[src/rtl/cpu_bus_pkg.sv]
// cpu_bus_pkg: shared FSM state and bus owner encodings for the memory bus arbiter
package cpu_bus_pkg;
  typedef enum logic [1:0] {S_IDLE = 2'd0, S_ACCESS = 2'd1, S_RESP = 2'd2} state_t;
  typedef enum logic {OWN_IF = 1'b0, OWN_DM = 1'b1} owner_t;
endpackage

[src/rtl/mem_bus_arbiter_if.sv]
// mem_bus_arbiter_if: fetch, data and memory-side signals of the shared memory bus
interface mem_bus_arbiter_if #(parameter int ADDR_W = 4, parameter int DATA_W = 4);
  logic hold, if_req, if_gnt, if_done;
  logic dm_req, dm_we, dm_gnt, dm_done;
  logic mem_en, mem_we, busy;
  logic [ADDR_W-1:0] if_addr, dm_addr, mem_addr;
  logic [DATA_W-1:0] dm_wdata, rdata, mem_wdata, mem_rdata;
  modport slave(input hold, if_req, if_addr, dm_req, dm_we, dm_addr, dm_wdata, mem_rdata,
                output if_gnt, if_done, dm_gnt, dm_done, rdata, mem_en, mem_we, mem_addr,
                mem_wdata, busy);
  modport master(output hold, if_req, if_addr, dm_req, dm_we, dm_addr, dm_wdata, mem_rdata,
                 input if_gnt, if_done, dm_gnt, dm_done, rdata, mem_en, mem_we, mem_addr,
                 mem_wdata, busy);
endinterface

[src/rtl/bus_wait_timer.sv]
// bus_wait_timer: loadable down-counter flagging the last cycle of a memory access
module bus_wait_timer #(parameter int W = 2) (
  input  logic         clk,
  input  logic         reset,
  input  logic         load,
  input  logic         en,
  input  logic [W-1:0] load_val,
  output logic         last
);
  logic [W-1:0] cnt;
  always_ff @(posedge clk or negedge reset)
    if (!reset) cnt <= '0;
    else cnt <= load ? load_val : (en && cnt != '0) ? cnt - 1'b1 : cnt;
  assign last = cnt == '0;
endmodule

[src/rtl/mem_bus_arbiter.sv]
// mem_bus_arbiter: shares one memory port between fetch and data paths, data first with fetch starvation guard
module mem_bus_arbiter import cpu_bus_pkg::*; #(
  parameter int ADDR_W       = 4,
  parameter int DATA_W       = 4,
  parameter int MEM_LAT      = 2,
  parameter int STARVE_LIMIT = 2
) (
  input  logic clk,
  input  logic reset,
  mem_bus_arbiter_if.slave bus
);
  localparam int WW = $clog2(MEM_LAT + 1);
  localparam int SW = $clog2(STARVE_LIMIT + 1);
  localparam logic [SW-1:0] STARVE_MAX = SW'(STARVE_LIMIT);
  state_t state;
  owner_t owner;
  logic [SW-1:0] starve_cnt;
  logic arb, pick_if, last;
  always_comb begin
    arb     = state == S_IDLE && !bus.hold && (bus.if_req || bus.dm_req);
    pick_if = bus.if_req && (!bus.dm_req || starve_cnt == STARVE_MAX);
  end
  bus_wait_timer #(.W(WW)) u_timer (
    .clk(clk), .reset(reset), .load(arb), .en(state == S_ACCESS),
    .load_val(WW'(MEM_LAT - 1)), .last(last)
  );
  always_ff @(posedge clk or negedge reset)
    if (!reset) begin
      state         <= S_IDLE;
      owner         <= OWN_IF;
      starve_cnt    <= '0;
      bus.if_gnt    <= 1'b0;
      bus.if_done   <= 1'b0;
      bus.dm_gnt    <= 1'b0;
      bus.dm_done   <= 1'b0;
      bus.mem_en    <= 1'b0;
      bus.mem_we    <= 1'b0;
      bus.busy      <= 1'b0;
      bus.mem_addr  <= '0;
      bus.mem_wdata <= '0;
      bus.rdata     <= '0;
    end else begin
      bus.if_gnt  <= 1'b0;
      bus.dm_gnt  <= 1'b0;
      bus.if_done <= 1'b0;
      bus.dm_done <= 1'b0;
      case (state)
        S_IDLE: if (arb) begin
          state         <= S_ACCESS;
          owner         <= pick_if ? OWN_IF : OWN_DM;
          bus.if_gnt    <= pick_if;
          bus.dm_gnt    <= !pick_if;
          bus.mem_en    <= 1'b1;
          bus.mem_we    <= !pick_if && bus.dm_we;
          bus.mem_addr  <= pick_if ? bus.if_addr : bus.dm_addr;
          bus.mem_wdata <= pick_if ? bus.mem_wdata : bus.dm_wdata;
          bus.busy      <= 1'b1;
          // a fetch passed over counts toward forcing the next grant its way
          starve_cnt    <= (pick_if || !bus.if_req) ? '0 :
                           (starve_cnt == STARVE_MAX) ? STARVE_MAX : starve_cnt + 1'b1;
        end
        S_ACCESS: if (last) begin
          state       <= S_RESP;
          bus.mem_en  <= 1'b0;
          bus.mem_we  <= 1'b0;
          bus.rdata   <= bus.mem_we ? bus.rdata : bus.mem_rdata;
          bus.if_done <= owner == OWN_IF;
          bus.dm_done <= owner == OWN_DM;
        end
        S_RESP: begin
          state    <= S_IDLE;
          bus.busy <= 1'b0;
        end
        default: state <= S_IDLE;
      endcase
    end
endmodule

[src/flat_wrapper.sv]
// flat-port wrapper written by rule: the top's interface ports become plain ports
module mem_bus_arbiter_flat import cpu_bus_pkg::*;
#(
  parameter int ADDR_W       = 4,
  parameter int DATA_W       = 4,
  parameter int MEM_LAT      = 2,
  parameter int STARVE_LIMIT = 2
)
  (clk, reset, bus_hold, bus_if_req, bus_if_addr, bus_dm_req, bus_dm_we, bus_dm_addr, bus_dm_wdata, bus_mem_rdata, bus_if_gnt, bus_if_done, bus_dm_gnt, bus_dm_done, bus_rdata, bus_mem_en, bus_mem_we, bus_mem_addr, bus_mem_wdata, bus_busy);
  mem_bus_arbiter_if #(.ADDR_W(ADDR_W), .DATA_W(DATA_W)) bus_i ();
  input  logic clk;
  input  logic reset;
  input wire logic [$bits(bus_i.hold)-1:0] bus_hold;
  input wire logic [$bits(bus_i.if_req)-1:0] bus_if_req;
  input wire logic [$bits(bus_i.if_addr)-1:0] bus_if_addr;
  input wire logic [$bits(bus_i.dm_req)-1:0] bus_dm_req;
  input wire logic [$bits(bus_i.dm_we)-1:0] bus_dm_we;
  input wire logic [$bits(bus_i.dm_addr)-1:0] bus_dm_addr;
  input wire logic [$bits(bus_i.dm_wdata)-1:0] bus_dm_wdata;
  input wire logic [$bits(bus_i.mem_rdata)-1:0] bus_mem_rdata;
  output wire logic [$bits(bus_i.if_gnt)-1:0] bus_if_gnt;
  output wire logic [$bits(bus_i.if_done)-1:0] bus_if_done;
  output wire logic [$bits(bus_i.dm_gnt)-1:0] bus_dm_gnt;
  output wire logic [$bits(bus_i.dm_done)-1:0] bus_dm_done;
  output wire logic [$bits(bus_i.rdata)-1:0] bus_rdata;
  output wire logic [$bits(bus_i.mem_en)-1:0] bus_mem_en;
  output wire logic [$bits(bus_i.mem_we)-1:0] bus_mem_we;
  output wire logic [$bits(bus_i.mem_addr)-1:0] bus_mem_addr;
  output wire logic [$bits(bus_i.mem_wdata)-1:0] bus_mem_wdata;
  output wire logic [$bits(bus_i.busy)-1:0] bus_busy;
  assign bus_i.hold = bus_hold;
  assign bus_i.if_req = bus_if_req;
  assign bus_i.if_addr = bus_if_addr;
  assign bus_i.dm_req = bus_dm_req;
  assign bus_i.dm_we = bus_dm_we;
  assign bus_i.dm_addr = bus_dm_addr;
  assign bus_i.dm_wdata = bus_dm_wdata;
  assign bus_i.mem_rdata = bus_mem_rdata;
  assign bus_if_gnt = bus_i.if_gnt;
  assign bus_if_done = bus_i.if_done;
  assign bus_dm_gnt = bus_i.dm_gnt;
  assign bus_dm_done = bus_i.dm_done;
  assign bus_rdata = bus_i.rdata;
  assign bus_mem_en = bus_i.mem_en;
  assign bus_mem_we = bus_i.mem_we;
  assign bus_mem_addr = bus_i.mem_addr;
  assign bus_mem_wdata = bus_i.mem_wdata;
  assign bus_busy = bus_i.busy;
  mem_bus_arbiter #(.ADDR_W(ADDR_W), .DATA_W(DATA_W), .MEM_LAT(MEM_LAT), .STARVE_LIMIT(STARVE_LIMIT)) u_core (.clk(clk), .reset(reset), .bus(bus_i));
endmodule
[config.mk]
export PLATFORM = sky130hd
export DESIGN_NAME = mem_bus_arbiter_flat
export DESIGN_NICKNAME = d
export VERILOG_FILES = /design/src/rtl/cpu_bus_pkg.sv /design/src/rtl/mem_bus_arbiter_if.sv /design/src/rtl/bus_wait_timer.sv /design/src/rtl/mem_bus_arbiter.sv /design/src/flat_wrapper.sv
export SDC_FILE = /design/constraint.sdc
export NUM_CORES = 1
export LEC_CHECK = 0
export BUFFER_PORTS_ARGS = -buffer_cell sky130_fd_sc_hd__buf_2
export CORE_UTILIZATION = 51
export DETAILED_ROUTE_END_ITERATION = 10
export PLACE_DENSITY = 0.82
export SKIP_CTS_REPAIR_TIMING = 1
export SLEW_MARGIN = 40
export SYNTH_ARGS = -nofsm -noshare
export SYNTH_HDL_FRONTEND = slang
export SYNTH_SLANG_ARGS = --single-unit
[constraint.sdc]
create_clock -name clk -period 5 [get_ports clk]
set_input_delay 0 -clock clk [delete_from_list [all_inputs] [get_ports clk]]
set_output_delay 0 -clock clk [all_outputs]
set_load 0.03 [all_outputs]
==> report_table.html <==
<table>
<tr><th>Metric</th><th>Value</th></tr>
<tr><th colspan="2">Place</th></tr>
<tr><td>Port buffer count</td><td>40</td></tr>
<tr><td>Placed standard-cell area</td><td>1320 um2</td></tr>
<tr><td>Pre-CTS setup slack</td><td>3.22 ns</td></tr>
<tr><td>Placer congestion estimate</td><td>0.761</td></tr>
<tr><td>Half-perimeter wire length after placement</td><td>1.62 mm</td></tr>
<tr><td>Cell total after placement</td><td>150</td></tr>
<tr><th colspan="2">Layout</th></tr>
<tr><td>Fraction of final layout cells sized beyond drive strength 1</td><td>0.399</td></tr>
<tr><td>Final standard cell utilization of the core</td><td>0.731</td></tr>
<tr><td>Layout Cell Area excl Fill</td><td>1460 um2</td></tr>
<tr><td>Area of the multi-input gates</td><td>403 um2</td></tr>
<tr><td>Layout net count</td><td>165</td></tr>
<tr><td>Relative area change from synthesis to final layout</td><td>32.8%</td></tr>
<tr><td>ANT cells</td><td>0</td></tr>
<tr><td>Layout fillers</td><td>153</td></tr>
<tr><td>Combined flip-flop and latch cell area</td><td>651 um2</td></tr>
<tr><td>Final standard cell count with taps included and fillers excluded</td><td>165</td></tr>
<tr><th colspan="2">Floorplan</th></tr>
<tr><td>Core area</td><td>2000 um2</td></tr>
<tr><td>Starting density of the core</td><td>0.551</td></tr>
<tr><td>Boundary pin count</td><td>41</td></tr>
<tr><td>Height of the chip</td><td>48.5 um</td></tr>
<tr><td>Die outline area</td><td>2350 um2</td></tr>
<tr><td>Floorplan die width</td><td>48.5 um</td></tr>
<tr><td>Floorplan row count</td><td>16</td></tr>
<tr><th colspan="2">GRT</th></tr>
<tr><td>Overflow after GRT</td><td>0</td></tr>
<tr><td>Largest net degree at the start of global routing</td><td>27</td></tr>
<tr><td>Number of global-route vias before repair</td><td>837</td></tr>
<tr><td>First-pass GRT wire length</td><td>3.62 mm</td></tr>
<tr><td>Antenna violations before repair</td><td>0</td></tr>
<tr><td>Total Routing Usage GR</td><td>0.199</td></tr>
<tr><th colspan="2">Clocking</th></tr>
<tr><td>Number of buffers created by CTS</td><td>3</td></tr>
<tr><td>Clock transition at the register clock pins on the worst setup and hold paths after CTS</td><td>0.13 ns</td></tr>
<tr><td>TritonCTS clock tree</td><td>yes</td></tr>
<tr><td>Root Driver</td><td>clkbuf_4</td></tr>
<tr><td># clock sinks</td><td>26</td></tr>
<tr><td>CTS H-tree depth</td><td>1</td></tr>
<tr><td>Number of buffers between clock root and the deepest sink</td><td>2</td></tr>
<tr><td>Clk_lat worst skew</td><td>0.31 ns</td></tr>
<tr><th colspan="2">Pwr</th></tr>
<tr><td>Relative contribution of sequential cells to total power</td><td>0.407</td></tr>
<tr><td>IR drop worst, VDD</td><td>356 uV</td></tr>
<tr><td>Post-layout total power</td><td>0.861 mW</td></tr>
<tr><td>Areal power density over the cells</td><td>588 nW/um2</td></tr>
<tr><td>LEAKAGE</td><td>0.758 nW</td></tr>
<tr><td>Total internal power</td><td>0.496 mW</td></tr>
<tr><td>Switching power</td><td>0.365 mW</td></tr>
<tr><td>Clock power share</td><td>0.098</td></tr>
<tr><td>Net Sw Frac</td><td>0.424</td></tr>
<tr><td>Combinational share of power</td><td>0.495</td></tr>
<tr><th colspan="2">Job</th></tr>
<tr><td>Count of max-cap constraint violations</td><td>0</td></tr>
<tr><th colspan="2">STA</th></tr>
<tr><td>Min Clock Period, post-route</td><td>1.80 ns</td></tr>
<tr><td>Highest attainable clock frequency</td><td>556 MHz</td></tr>
<tr><td>Minimum setup slack in the final design</td><td>3.20 ns</td></tr>
<tr><td>Count of pins over their slew limit</td><td>0</td></tr>
<tr><td>Final setup vio count</td><td>0</td></tr>
<tr><td>Part of the cycle the worst path needs</td><td>0.360</td></tr>
<tr><td>Setup repair after global routing missed its margin</td><td>false</td></tr>
<tr><td>Endpoints failing hold</td><td>2</td></tr>
<tr><td>Actual transition at the worst max-transition pin</td><td>0.571 ns</td></tr>
<tr><td>Relative slew slack</td><td>0.620</td></tr>
<tr><td>Worst hold slack after final layout</td><td>-0.0126 ns</td></tr>
<tr><td>Fin Setup TNS</td><td>0 ns</td></tr>
<tr><td>Clock Skew</td><td>0.00258 ns</td></tr>
<tr><th colspan="2">Hold path</th></tr>
<tr><td>Worst hold path stage count</td><td>3</td></tr>
<tr><td>Hold worst-path end</td><td>u_core.bus.mem_addr[0]</td></tr>
<tr><td>Min-Delay Startpoint</td><td>bus_dm_addr[0]</td></tr>
<tr><td>Type of the most critical hold path</td><td>in -&gt; reg</td></tr>
<tr><th colspan="2">Setup path</th></tr>
<tr><td>Crit-path leading delay family</td><td>simple AND/OR/NAND/NOR gates</td></tr>
<tr><td>Number of buffer and inverter stages on the critical path</td><td>1</td></tr>
<tr><td>CP Data Required Time</td><td>5.21 ns</td></tr>
<tr><td>Slack of the worst reg-to-reg path</td><td>3.20 ns</td></tr>
<tr><td>Setup crit start kind</td><td>flip-flop</td></tr>
<tr><td>Worst stage delay on the critical path</td><td>0.48 ns</td></tr>
<tr><td>Critical-path cell list</td><td>inv_1 &gt; ha_1 &gt; a21bo_4 &gt; or4_4 &gt; mux2_4</td></tr>
<tr><td>Critical Path End Type</td><td>flip-flop</td></tr>
<tr><td>Crit path from</td><td>u_core.starve_cnt[0]</td></tr>
<tr><td>Critical path start-end classification</td><td>reg -&gt; reg</td></tr>
<tr><td>R2r endpoint</td><td>u_core.bus.mem_wdata[3]</td></tr>
<tr><td>Critical path fanouts, max</td><td>5</td></tr>
<tr><td>Source of the worst register-to-register timing path</td><td>u_core.starve_cnt[0]</td></tr>
<tr><td>Worst path arrival time</td><td>2.00 ns</td></tr>
<tr><td>R2R cell count</td><td>5</td></tr>
<tr><td>Cell type of the slowest stage on the worst timing path</td><td>or4_4</td></tr>
<tr><th colspan="2">Yosys</th></tr>
<tr><td>Warnings, synthesis</td><td>0</td></tr>
<tr><td>Sequential-to-total area share from yosys stat</td><td>0.590</td></tr>
<tr><td>Post-Syn Area</td><td>1100 um2</td></tr>
<tr><td>Count of different cell masters after synthesis</td><td>27</td></tr>
<tr><td>Share of synthesized registers carrying an async set or reset</td><td>1.00</td></tr>
<tr><td>Number of flops mapped to enable cells by yosys</td><td>0</td></tr>
<tr><td>Largest cells by area after synthesis</td><td>dfrtp_1 (59%), mux2_4 (5.4%), mux2_2 (4.1%)</td></tr>
<tr><td>Yosys top cell area share</td><td>0.590</td></tr>
<tr><td>Commonest register cell after synthesis</td><td>dfrtp_1</td></tr>
<tr><td>Synth Instances</td><td>85</td></tr>
<tr><td>Synth area leader</td><td>dfrtp_1</td></tr>
<tr><td>Seq cells post-synth</td><td>26</td></tr>
<tr><td>Synthesized net count</td><td>110</td></tr>
<tr><td>Mean instance size in the synthesized netlist</td><td>13.0 um2</td></tr>
<tr><th colspan="2">Drt</th></tr>
<tr><td>DRC viols</td><td>0</td></tr>
<tr><td>Total via count after detailed routing</td><td>850</td></tr>
<tr><td>First-iteration detailed-routing DRC count</td><td>8</td></tr>
<tr><td>Routed wire length</td><td>2.28 mm</td></tr>
<tr><td>Post-DR wirelength/cell</td><td>13.8 um</td></tr>
<tr><td>Via-to-Cell Ratio</td><td>5.15</td></tr>
<tr><td>Router iterations before antenna repair</td><td>4</td></tr>
<tr><td>Antenna Nets Post-Route</td><td>0</td></tr>
<tr><th colspan="2">Outcome</th></tr>
<tr><td>Result of the run</td><td>finished with violations</td></tr>
<tr><td>Failing checks</td><td>hold timing</td></tr>
</table>
## state kept, by name (all words and copies together) (netlist names), 2 cells and up
name / count
u_core.bus.mem_addr: 4
u_core.bus.mem_wdata: 4
u_core.bus.rdata: 4
u_core.starve_cnt: 2
u_core.state: 2
u_core.u_timer.cnt: 2
## per-layer routing
layer | vias up | share of wire | GRT usage
met2 | 35 | 0.49 | 0.366
li1 | 406 | - | -
met4 | 0 | 0.0035 | 0.0588
met1 | 407 | 0.45 | 0.229
met5 | - | 0 | 0
met3 | 2 | 0.056 | 0.0472
## placed cells by master, fill, tap and decap left out
cell type | synthesis | routed
o21ai_1 | 1 | 1
nand3b_1 | 1 | 1
a2bb2oi_1 | 4 | 4
mux2i_1 | 2 | 2
nor2b_1 | 1 | 1
nor3_2 | 1 | 1
clkbuf_4 | 0 | 3
inv_1 | 9 | 9
and3_1 | 1 | 1
nor3b_1 | 1 | 1
buf_2 | 0 | 40
o32ai_1 | 4 | 4
mux2_2 | 4 | 4
or2_2 | 1 | 1
o21a_1 | 1 | 1
or4_4 | 1 | 1
dlygate4sd3_1 | 0 | 12
a211oi_1 | 1 | 1
dfrtp_1 | 26 | 26
o21ai_0 | 2 | 2
mux2_4 | 4 | 4
nor2_1 | 5 | 5
nand2_1 | 5 | 5
nor3_1 | 1 | 1
ha_1 | 3 | 3
a22o_1 | 2 | 2
a21bo_4 | 1 | 1
xnor2_1 | 1 | 1
## power groups by stage
stage	Combinational, mW	Sequential, mW	Clock, mW
final	0.426	0.351	0.0841
after global routing	0.460	0.362	0.0947
after CTS	0.422	0.350	0.0867
after detailed placement	0.422	0.354	0
after global placement	0.405	0.349	0
after floorplan	0.182	0.476	0
## cell usage after synthesis (2+ instances only)
master     count
o32ai_1        4
a2bb2oi_1      4
mux2_4         4
nand2_1        5
nor2_1         5
inv_1          9
ha_1           3
dfrtp_1       26
mux2i_1        2
mux2_2         4
o21ai_0        2
a22o_1         2
## cell type report
class	instances	share of cell area
Multi-Input combinational cell	48	0.275
Timing Repair Buffer	52	0.219
Clock buffer	3	0.0154
Sequential cell	26	0.444
Tap cell	27	0.0231
Inverter	9	0.0231
## kinds of logic (layout without fill, tap and decap cells)
family / after synthesis / count (layout) / synth area share
multiplexers: 10 / 10 / 0.114
buffers and inverters: 11 / 64 / 0.0443
adder cells (fa/ha/maj): 3 / 3 / 0.0341
flip-flops: 26 / 26 / 0.590
AND/OR/NAND/NOR: 18 / 18 / 0.0886
XOR/XNOR: 1 / 1 / 0.00795
AO/OA/AOI/OAI: 16 / 16 / 0.121
## tightest hold or removal path, stage by stage
cell and delay [ns]:
buf_2 0.09, o32ai_1 0.09, a2bb2oi_1 0.08
## worst max path at each step
stage	end	slack (ns)	cells after the start
after global placement	u_core.bus.mem_wdata[3]	3.27	5
final	u_core.bus.mem_wdata[3]	3.20	5
after floorplan	u_core.bus.mem_wdata[0]	3.24	6
after global routing	u_core.bus.mem_wdata[1]	3.15	5
after CTS	u_core.bus.mem_wdata[1]	3.20	5
after detailed placement	u_core.bus.mem_wdata[1]	3.22	5
Note: power is estimated with default switching activity, not from simulation.
